**src/rtl/alu_arbiter_32.sv**
```systemverilog
// Round-robin arbiter sharing one alu_32 between the fetch/branch unit (port 0)
// and the execute unit (port 1), with a watchdog on multi-cycle operations.
module alu_arbiter_32 #(
  parameter int TIMEOUT_CYCLES = 64,
  parameter int CTRL_W         = 3
) (
  input  logic              clock,
  input  logic              reset,
  input  logic              req_valid_0,
  input  logic              req_valid_1,
  output logic              req_ready_0,
  output logic              req_ready_1,
  input  logic [31:0]       req_op1_0,
  input  logic [31:0]       req_op1_1,
  input  logic [31:0]       req_op2_0,
  input  logic [31:0]       req_op2_1,
  input  logic [CTRL_W-1:0] req_ctrl_0,
  input  logic [CTRL_W-1:0] req_ctrl_1,
  output logic              resp_valid_0,
  output logic              resp_valid_1,
  input  logic              resp_ready_0,
  input  logic              resp_ready_1,
  output logic [31:0]       resp_result,
  output logic [31:0]       resp_extra,
  output logic              resp_error,
  output logic [31:0]       alu_op1,
  output logic [31:0]       alu_op2,
  output logic [CTRL_W-1:0] alu_control,
  output logic              alu_enable,
  output logic              alu_load,
  input  logic [31:0]       alu_result,
  input  logic [31:0]       alu_extra,
  input  logic              alu_done
);

  localparam int CNT_W = (TIMEOUT_CYCLES > 2) ? $clog2(TIMEOUT_CYCLES) : 1;
  localparam logic [CNT_W-1:0] CNT_LAST = CNT_W'(TIMEOUT_CYCLES - 1);

  typedef enum logic [1:0] {
    S_IDLE  = 2'd0,
    S_ISSUE = 2'd1,
    S_WAIT  = 2'd2,
    S_RESP  = 2'd3
  } state_t;

  state_t             r_state;
  state_t             w_next;
  logic               r_last_grant;
  logic               r_grant_id;
  logic [CNT_W-1:0]   r_cnt;
  logic [31:0]        r_op1;
  logic [31:0]        r_op2;
  logic [CTRL_W-1:0]  r_ctrl;
  logic [31:0]        r_result;
  logic [31:0]        r_extra;
  logic               r_error;
  logic               w_win0;
  logic               w_win1;
  logic               w_resp_ack;
  logic               w_timeout;

  // Arbitration: a lone requester wins; on contention the port not granted last time wins.
  always_comb begin
    w_win0 = 1'b0;
    w_win1 = 1'b0;
    if (req_valid_0 && req_valid_1) begin
      w_win0 = r_last_grant;
      w_win1 = ~r_last_grant;
    end else begin
      w_win0 = req_valid_0;
      w_win1 = req_valid_1;
    end
  end

  assign w_resp_ack = r_grant_id ? resp_ready_1 : resp_ready_0;
  assign w_timeout  = (r_cnt == CNT_LAST);

  // Next-state logic
  always_comb begin
    w_next = r_state;
    case (r_state)
      S_IDLE: begin
        if (w_win0 || w_win1) w_next = S_ISSUE;
        else                  w_next = S_IDLE;
      end
      S_ISSUE: w_next = S_WAIT;
      S_WAIT: begin
        if (alu_done || w_timeout) w_next = S_RESP;
        else                       w_next = S_WAIT;
      end
      S_RESP: begin
        if (w_resp_ack) w_next = S_IDLE;
        else            w_next = S_RESP;
      end
      default: w_next = S_IDLE;
    endcase
  end

  // State register
  always_ff @(posedge clock or negedge reset) begin
    if (!reset) r_state <= S_IDLE;
    else        r_state <= w_next;
  end

  // Operand latch, grant bookkeeping, watchdog counter and response capture
  always_ff @(posedge clock or negedge reset) begin
    if (!reset) begin
      r_last_grant <= 1'b1;
      r_grant_id   <= 1'b0;
      r_cnt        <= '0;
      r_op1        <= 32'd0;
      r_op2        <= 32'd0;
      r_ctrl       <= '0;
      r_result     <= 32'd0;
      r_extra      <= 32'd0;
      r_error      <= 1'b0;
    end else begin
      case (r_state)
        S_IDLE: begin
          if (w_win1) begin
            r_op1        <= req_op1_1;
            r_op2        <= req_op2_1;
            r_ctrl       <= req_ctrl_1;
            r_grant_id   <= 1'b1;
            r_last_grant <= 1'b1;
          end else if (w_win0) begin
            r_op1        <= req_op1_0;
            r_op2        <= req_op2_0;
            r_ctrl       <= req_ctrl_0;
            r_grant_id   <= 1'b0;
            r_last_grant <= 1'b0;
          end
        end
        S_ISSUE: r_cnt <= '0;
        S_WAIT: begin
          // done takes priority over a coincident timeout
          if (alu_done) begin
            r_result <= alu_result;
            r_extra  <= alu_extra;
            r_error  <= 1'b0;
          end else if (w_timeout) begin
            r_result <= 32'd0;
            r_extra  <= 32'd0;
            r_error  <= 1'b1;
          end else begin
            r_cnt <= r_cnt + CNT_W'(1);
          end
        end
        S_RESP: r_cnt <= r_cnt;
        default: r_cnt <= '0;
      endcase
    end
  end

  // Ready is gated by reset so every output reads 0 while reset is held.
  assign req_ready_0  = reset && (r_state == S_IDLE) && w_win0;
  assign req_ready_1  = reset && (r_state == S_IDLE) && w_win1;
  assign resp_valid_0 = (r_state == S_RESP) && !r_grant_id;
  assign resp_valid_1 = (r_state == S_RESP) &&  r_grant_id;
  assign resp_result  = r_result;
  assign resp_extra   = r_extra;
  assign resp_error   = r_error;
  assign alu_op1      = r_op1;
  assign alu_op2      = r_op2;
  assign alu_control  = r_ctrl;
  assign alu_enable   = (r_state == S_ISSUE) || (r_state == S_WAIT);
  assign alu_load     = (r_state == S_ISSUE);

endmodule

```
**config.mk**
```make
export PLATFORM = sky130hd
export DESIGN_NAME = alu_arbiter_32
export DESIGN_NICKNAME = d
export VERILOG_FILES = /design/src/rtl/alu_arbiter_32.sv
export SDC_FILE = /design/constraint.sdc
export NUM_CORES = 1
export LEC_CHECK = 0
export CAP_MARGIN = 20
export CELL_PAD_IN_SITES_DETAIL_PLACEMENT = 2
export CELL_PAD_IN_SITES_GLOBAL_PLACEMENT = 2
export CORE_MARGIN = 10
export CORE_UTILIZATION = 24
export CTS_BUF_LIST = sky130_fd_sc_hd__clkbuf_8
export CTS_CLUSTER_DIAMETER = 60
export DETAILED_ROUTE_END_ITERATION = 8
export PLACE_DENSITY_LB_ADDON = 0.1
export SLEW_MARGIN = 20
export SYNTH_ARGS = -nofsm -noshare
export SYNTH_HDL_FRONTEND = slang
export SYNTH_SLANG_ARGS = --single-unit
```
**constraint.sdc**
```tcl
create_clock -name clock -period 2.39 [get_ports clock]
set_clock_uncertainty 0.05 [all_clocks]
set_input_delay 0.478 -clock clock [delete_from_list [all_inputs] [get_ports clock]]
set_output_delay 0.478 -clock clock [all_outputs]
set_load 0.02 [all_outputs]
```
==> results.toml, run 1 <==
[run_status]
status = "finished, final reports clean"

[setup_path]
crit_fanout = 5
cp-start-kind = "flop"
worst-r2r-cell-count = 6
r2r_start = "r_state[0]"
reg2reg_slack_ns = 0.52
critPathRequiredTime_ns = 1.86
worstSetupEndpointType = "output port"
critPathKind = "flop to output port"
arrival_ns = 1.72
reg2reg_to = "resp_result[5]"

[synth]
synth_top_family_by_area = "simple AND/OR/NAND/NOR gates"
synthMuxAreaShare_pct = 11.3
synth_nets = 852
synth.distinct_cells = 38
synthAdderAreaFrac_pct = 1.18
ys_seq_area_share_pct = 56.1
synthFlopType = "dfrtp_1"
ys_warn_count = 0
synthesis.area_um2 = 6340
synthXorXnorAreaFrac_pct = 0
syn_inst = 641
synth_edf_count = 0
synth_compound_area_share_pct = 13.0
async_reset_ff_share_pct = 100
ys_seq_elements = 142
post_synth.cell_area_avg_um2 = 9.89
synth-simple-area-share_pct = 14.1

[timing]
tns_ns = 0
final_max_slew_viol_count = 0
finalCriticalPeriod_ns = 2.25
rsz0062_at_grt = "false"
post-route-period-util_pct = 94.1
slew_headroom_pct = 43.0
tightest_slew_ns = 0.855
max_freq_mhz = 445
finalHoldViolCount = 0
setup_viol = 0

[global_routing]
grt_max_degree = 143
met3_usage_pct = 5.90
antenna_found_initial = 3
grt_remaining_overflow = 0
grt_usage_pct = 15.8
gr-usage-met1_pct = 17.4
grt_pass1_vias = 6725
busiest_layer = "met2"
gr-usage-met2_pct = 27.8
grt_pass1_wl_mm = 41.0

[finish]
drive_above_1_share_pct = 6.16
finalInstanceArea_um2 = 10600
multi_input_area_um2 = 2530
fill_cells = 2794
regArea_um2 = 3550
nets = 1192
syn2layout_area_growth_pct = 67.6

[place]
hpwl_mm = 20.7
portBuffers = 342
routabilityCongestion = 0.745
dpl_cell_area_um2 = 10300

[clock_network]
cts_sinks = 142
clk_latency_ns = 0.45
cts.htree.levels = 4
postCtsSetupBuffers = 0
tritoncts = "done"
cts_buffers = 17
clkSlewWorstSetupHoldPaths_ns = 0.08
cts_buffer_depth = 2
cts-root-buf = "clkbuf_8"

[floorplanning]
start_util_pct = 24.3
rows = 59
die_area_um2 = 33300
die_w_um = 183
ios = 343
dieHeight_um = 183
core_um2 = 26100

[detailed_routing]
wl_per_cell_um = 20.3
drc = 0
first_pass_iters = 4
ant_nets = 0
vias = 5974
wl_mm = 26.9
viasPerCell = 4.50
drt_iter0_markers = 213

[job]
max-cap-violations = 0

[power_and_ir_drop]
vdd_drop_max_mv = 0.463
power.density_nw_per_um2 = 1180
leakagePower_nw = 4.58

[worst_hold_path]
worstHoldPathType = "input pin to async pin"
-- cell usage in the layout (no fill, tap or decap), drive strengths merged, types with 2 or more instances in the layout --
master	count
buf	24
and3	2
dlygate4sd2	3
diode	3
dfrtp	141
clkinv	7
inv	5
nand3	3
a21oi	7
ha	6
o21ai	135
nand4b	3
nor2	3
clkdlybuf4s50	335
mux2	2
mux2i	69
a22o	3
a211o	2
nand3b	2
and2	3
nand2	196
o211ai	2
nor2b	4
clkinvlp	3
clkbuf	17
-- metrics by stage --
stage | power [W] | util [%] | std cells | hold slack (ns) | worst slack, ns
after global routing | 0.0135 | 40.8 | 1329 | 0.179 | 0.000141
after floorplan | 0.00730 | - | 641 | 0.132 | 0.569
after global placement | 0.0109 | 39.4 | 1297 | 0.411 | 0.0677
after detailed placement | 0.0111 | 39.4 | 1297 | 0.425 | 0.0818
after CTS | 0.0129 | 40.7 | 1326 | 0.169 | 0.0281
final | 0.0126 | 40.8 | 1329 | 0.107 | 0.140
-- synth_stat cells, types with 2 or more instances --
master / n / area (um^2)
nor2_1: 2 / 7.51
a21oi_1: 7 / 35.0
dfrtp_1: 141 / 3530
ha_1: 6 / 75.1
mux2_2: 2 / 22.5
clkbuf_1: 16 / 60.1
o21ai_0: 121 / 606
mux2i_1: 69 / 691
buf_2: 13 / 65.1
and2_1: 3 / 18.8
a22o_1: 3 / 26.3
o211ai_1: 2 / 15.0
buf_12: 2 / 40.0
nand2_1: 196 / 736
nand3_1: 3 / 15.0
buf_6: 6 / 67.6
inv_1: 4 / 15.0
and3_1: 2 / 12.5
a211o_1: 2 / 17.5
o21ai_1: 13 / 65.1
nor2b_1: 4 / 25.0
nand3b_1: 2 / 15.0
nand4b_1: 3 / 26.3
clkbuf_2: 5 / 25.0
-- flip-flops by register name, indices dropped and copies added (netlist names) --
signal	count
alu_op1	32
alu_op2	32
resp_extra	32
resp_result	32
r_cnt	6
alu_control	3
r_state	2
r_grant_id	1
r_last_grant	1
resp_error	1
-- critical path, stage by stage (launching register included) --
cell and delay (ns):
dfrtp_1 0.43, inv_1 0.12, ha_2 0.21, nand3_1 0.07, a21oi_1 0.12, clkdlybuf4s15_1 0.32
-- what timing repair did --
item,CTS,global route
setup endpoints to repair,4,3
resized for setup,4,3
hold buffers,0,0
-- layer usage --
| metal | up-vias | part of all wire (%) |
|---|---|---|
| met4 | 0 | 1.4 |
| met3 | 24 | 7.7 |
| met1 | 2941 | 39 |
| met5 | - | 0 |
| li1 | 2838 | - |
| met2 | 171 | 52 |
-- logic make-up (layout without fill, tap and decap cells) --
logic type / count (synthesis) / after routing
adder cells (fa/ha/maj): 6 / 6
other: 0 / 3
AO/OA/AOI/OAI: 155 / 155
flip-flops: 142 / 142
buffers and inverters: 47 / 397
AND/OR/NAND/NOR: 220 / 220
multiplexers: 71 / 71
-- power by group --
| part | internal (W) | switching, W |
|---|---|---|
| Combinational | 0.00306 | 0.00366 |
| Sequential | 0.00351 | 0.000589 |
| Clock | 0.000796 | 0.000979 |
-- final cells by class --
class | count | area share [%]
Clock buffer | 17 | 2.20
Clock inverter | 12 | 0.966
Timing Repair Buffer | 364 | 35.4
Sequential cell | 142 | 33.5
Tap cell | 335 | 3.95
Multi-Input combinational cell | 452 | 23.8
Antenna cell | 3 | 0.0707
Inverter | 4 | 0.141
-- worst max-delay path by stage --
| stage | to | cells past startpoint | startpoint | slack, ns |
|---|---|---|---|---|
| 3_3_place_gp | req_ready_0 | 4 | req_valid_0 | 0.07 |
| 5_1_grt | req_ready_0 | 5 | r_state[1] | 0.0001 |
| 3_5_place_dp | req_ready_0 | 4 | req_valid_0 | 0.08 |
| 6_report | req_ready_0 | 5 | r_state[1] | 0.14 |
| 4_1_cts | req_ready_0 | 5 | r_state[1] | 0.03 |
| 2_1_floorplan | req_ready_1 | 5 | req_valid_1 | 0.57 |
Note: power is estimated with default switching activity, not from simulation.
==> inputs of run 2 (changes only) <==
ABC_AREA = 1   (was not set)
CORE_UTILIZATION = 21   (was 24)
clock period = 2.55 ns   (was 2.39 ns; I/O delays follow)
==> results.toml, run 2 <==
[synth]
synth_top_family_by_area = "simple AND/OR/NAND/NOR gates"
ys_seq_elements = 142
synth_top_area_share_pct = 56.0
ys_seq_area_share_pct = 56.4
syn_inst = 736
yosysTopAreaCell = "dfrtp_1"
synthesis.area_um2 = 6300
synthAdderAreaFrac_pct = 1.19
synth_common_cells = "220 x nand2_1, 141 x dfrtp_1, 138 x nand3_1"
async_reset_ff_share_pct = 100
synth_edf_count = 0
synthXorXnorAreaFrac_pct = 0
synthMuxAreaShare_pct = 0
netlist_top_cells_area = "dfrtp_1 56%, nand2_1 13%, nand3_1 11%, a31oi_1 6.7%, nor2_1 4.3%"
ys_warn_count = 0
synth_nets = 947
synth.distinct_cells = 23
post_synth.cell_area_avg_um2 = 8.56
synthFlopType = "dfrtp_1"
synth_most_common_cell = "nand2_1"
synth_compound_area_share_pct = 7.88
synth-simple-area-share_pct = 29.0

[timing]
post-route-worst-setup-slack_ns = 0.132
max_freq_mhz = 414
post-route-period-util_pct = 94.8
finalHoldViolCount = 0
tns_ns = 0
rsz0062_at_grt = "false"
setup_viol = 0
slew_headroom_pct = 45.6
final_max_slew_viol_count = 0
finalCriticalPeriod_ns = 2.42
tightest_slew_ns = 0.816

[place]
portBuffers = 342
routabilityCongestion = 0.740
hpwl_mm = 21.4
dpl_cell_area_um2 = 10200
post-place-ws_ns = 0.114

[finish]
nets = 1268
fill_cells = 3373
drive_above_1_share_pct = 5.70
layout_commonest_cell = "clkdlybuf4s50_1"
final_cell_mix = "337 x clkdlybuf4s50_1, 219 x nand2_1, 141 x dfrtp_1"
finalInstanceArea_um2 = 10600
syn2layout_area_growth_pct = 68.1

[global_routing]
grt_usage_pct = 15.3
antenna_found_initial = 3
met3_usage_pct = 5.86
gr-usage-met1_pct = 18.1
grt_max_degree = 129
gr-usage-met2_pct = 25.8
busiest_layer = "met2"
grt_pass1_vias = 7190
grt_remaining_overflow = 0
grt_pass1_wl_mm = 45.2

[detailed_routing]
first_pass_iters = 4
drc = 0
viasPerCell = 4.44
wl_per_cell_um = 20.1
ant_nets = 0
drt_iter0_markers = 260
wl_mm = 29.4
vias = 6496

[run_status]
status = "finished, final reports clean"

[floorplanning]
die_area_um2 = 37300
dieHeight_um = 193
start_util_pct = 21.3
ios = 343
rows = 63
die_w_um = 193
core_um2 = 29600

[setup_path]
crit_fanout = 17
path_cells = "dlygate4sd3_1 > buf_6 > nand3_1 > a21oi_1 > dlygate4sd2_1"
critPathRequiredTime_ns = 1.99
worst-r2r-cell-count = 6
cp_slowest_cell = "dlygate4sd3_1"
arrival_ns = 1.86
path_buf_inv = 3
cpLargestDelayFamily = "buffers and inverters"
critPathKind = "input pin to output port"
cp-start-kind = "input pin"
critPathMaxStageDelay_ns = 0.55
path_depth = 5
r2r_start = "r_cnt[0]"
worstSetupEndpointType = "output port"
crit_start = "reset"

[clock_network]
cts_sinks = 142
cts_buffer_depth = 2
postCtsSetupBuffers = 0
cts-root-buf = "clkbuf_8"
clkSlewWorstSetupHoldPaths_ns = 0.10
cts_buffers = 17
cts.htree.levels = 4
tritoncts = "done"
clk_latency_ns = 0.44

[job]
max-cap-violations = 0

[power_and_ir_drop]
power.density_nw_per_um2 = 1190
p_total_w = 0.0126
leakagePower_nw = 4.58
vdd_drop_max_mv = 0.361

[worst_hold_path]
worstHoldPathType = "input pin to async pin"
[run 2: cell types whose count changed after synthesis, moves of 13 or more]
cell / change
a31oi_1: +66
buf_2: +13
mux2i_1: -69
nand2_1: +24
nand3_1: +135
nor2_1: +71
o21ai_0: -113
[run 2: repair_timing]
action,in CTS,in global routing
hold buffers,1,0
endpoints found under the hold margin,14,0
gates resized for setup,4,0
endpoints found under the setup margin,3,0
[run 2: final cells by class]
cell class	instances	area, um^2	share of cell area, %
clock inverter	13	153	1.44
sequential	142	3550	33.5
multi-input combinational	523	2410	22.7
timing repair buffer	360	3680	34.7
inverter	13	48.8	0.461
tap	390	488	4.61
clock buffer	19	262	2.47
antenna	2	5.00	0.0472
[run 2: metrics by stage]
step                hold WS (ns)  instances  util (%)
global route               0.399       1462      35.8
floorplan                  0.164        736         -
global placement           0.325       1427      34.3
detailed placement         0.325       1427      34.3
CTS                        0.380       1460      35.7
finish                     0.425       1462      35.8
[run 2: worst paths after layout]
check / to / slack, ns
worst max-delay path: req_ready_0 / 0.13
max in group asynchronous: alu_op1[26] / 0.99
worst min-delay path: alu_op2[16] / 0.43
worst min register to register: resp_result[30] / 0.46
min in group clock: resp_result[30] / 0.46
worst max register to register: r_cnt[1] / 0.58
[run 2: cell families (layout without fill, tap and decap cells)]
kind of cell | count (synthesis) | in the layout
DFF | 142 | 142
and+or+nand+nor | 436 | 436
other | 0 | 2
adders and majority gates | 6 | 6
AOI/OAI and AO/OA | 81 | 81
buffers and inverters | 71 | 405
[run 2: worst register-to-register path, cell delays in order (launching register included)]
cell,delay (ns)
dfrtp_1,0.42
ha_1,0.23
nand2_1,0.12
nor2_1,0.08
nand2_2,0.27
nand3_1,0.41
o21ai_0,0.30
[run 2: power by group]
part	internal, W	switching [W]	leakage [nW]
sequential	0.00332	0.000571	1.69
combinational	0.00297	0.00374	2.69
clock	0.000943	0.00103	0.194
[run 2: per-layer routing]
layer	wire, um	vias up
met3	2130	13
met1	12300	3212
met2	14600	173
met5	7	-
met4	307	2
li1	-	3096
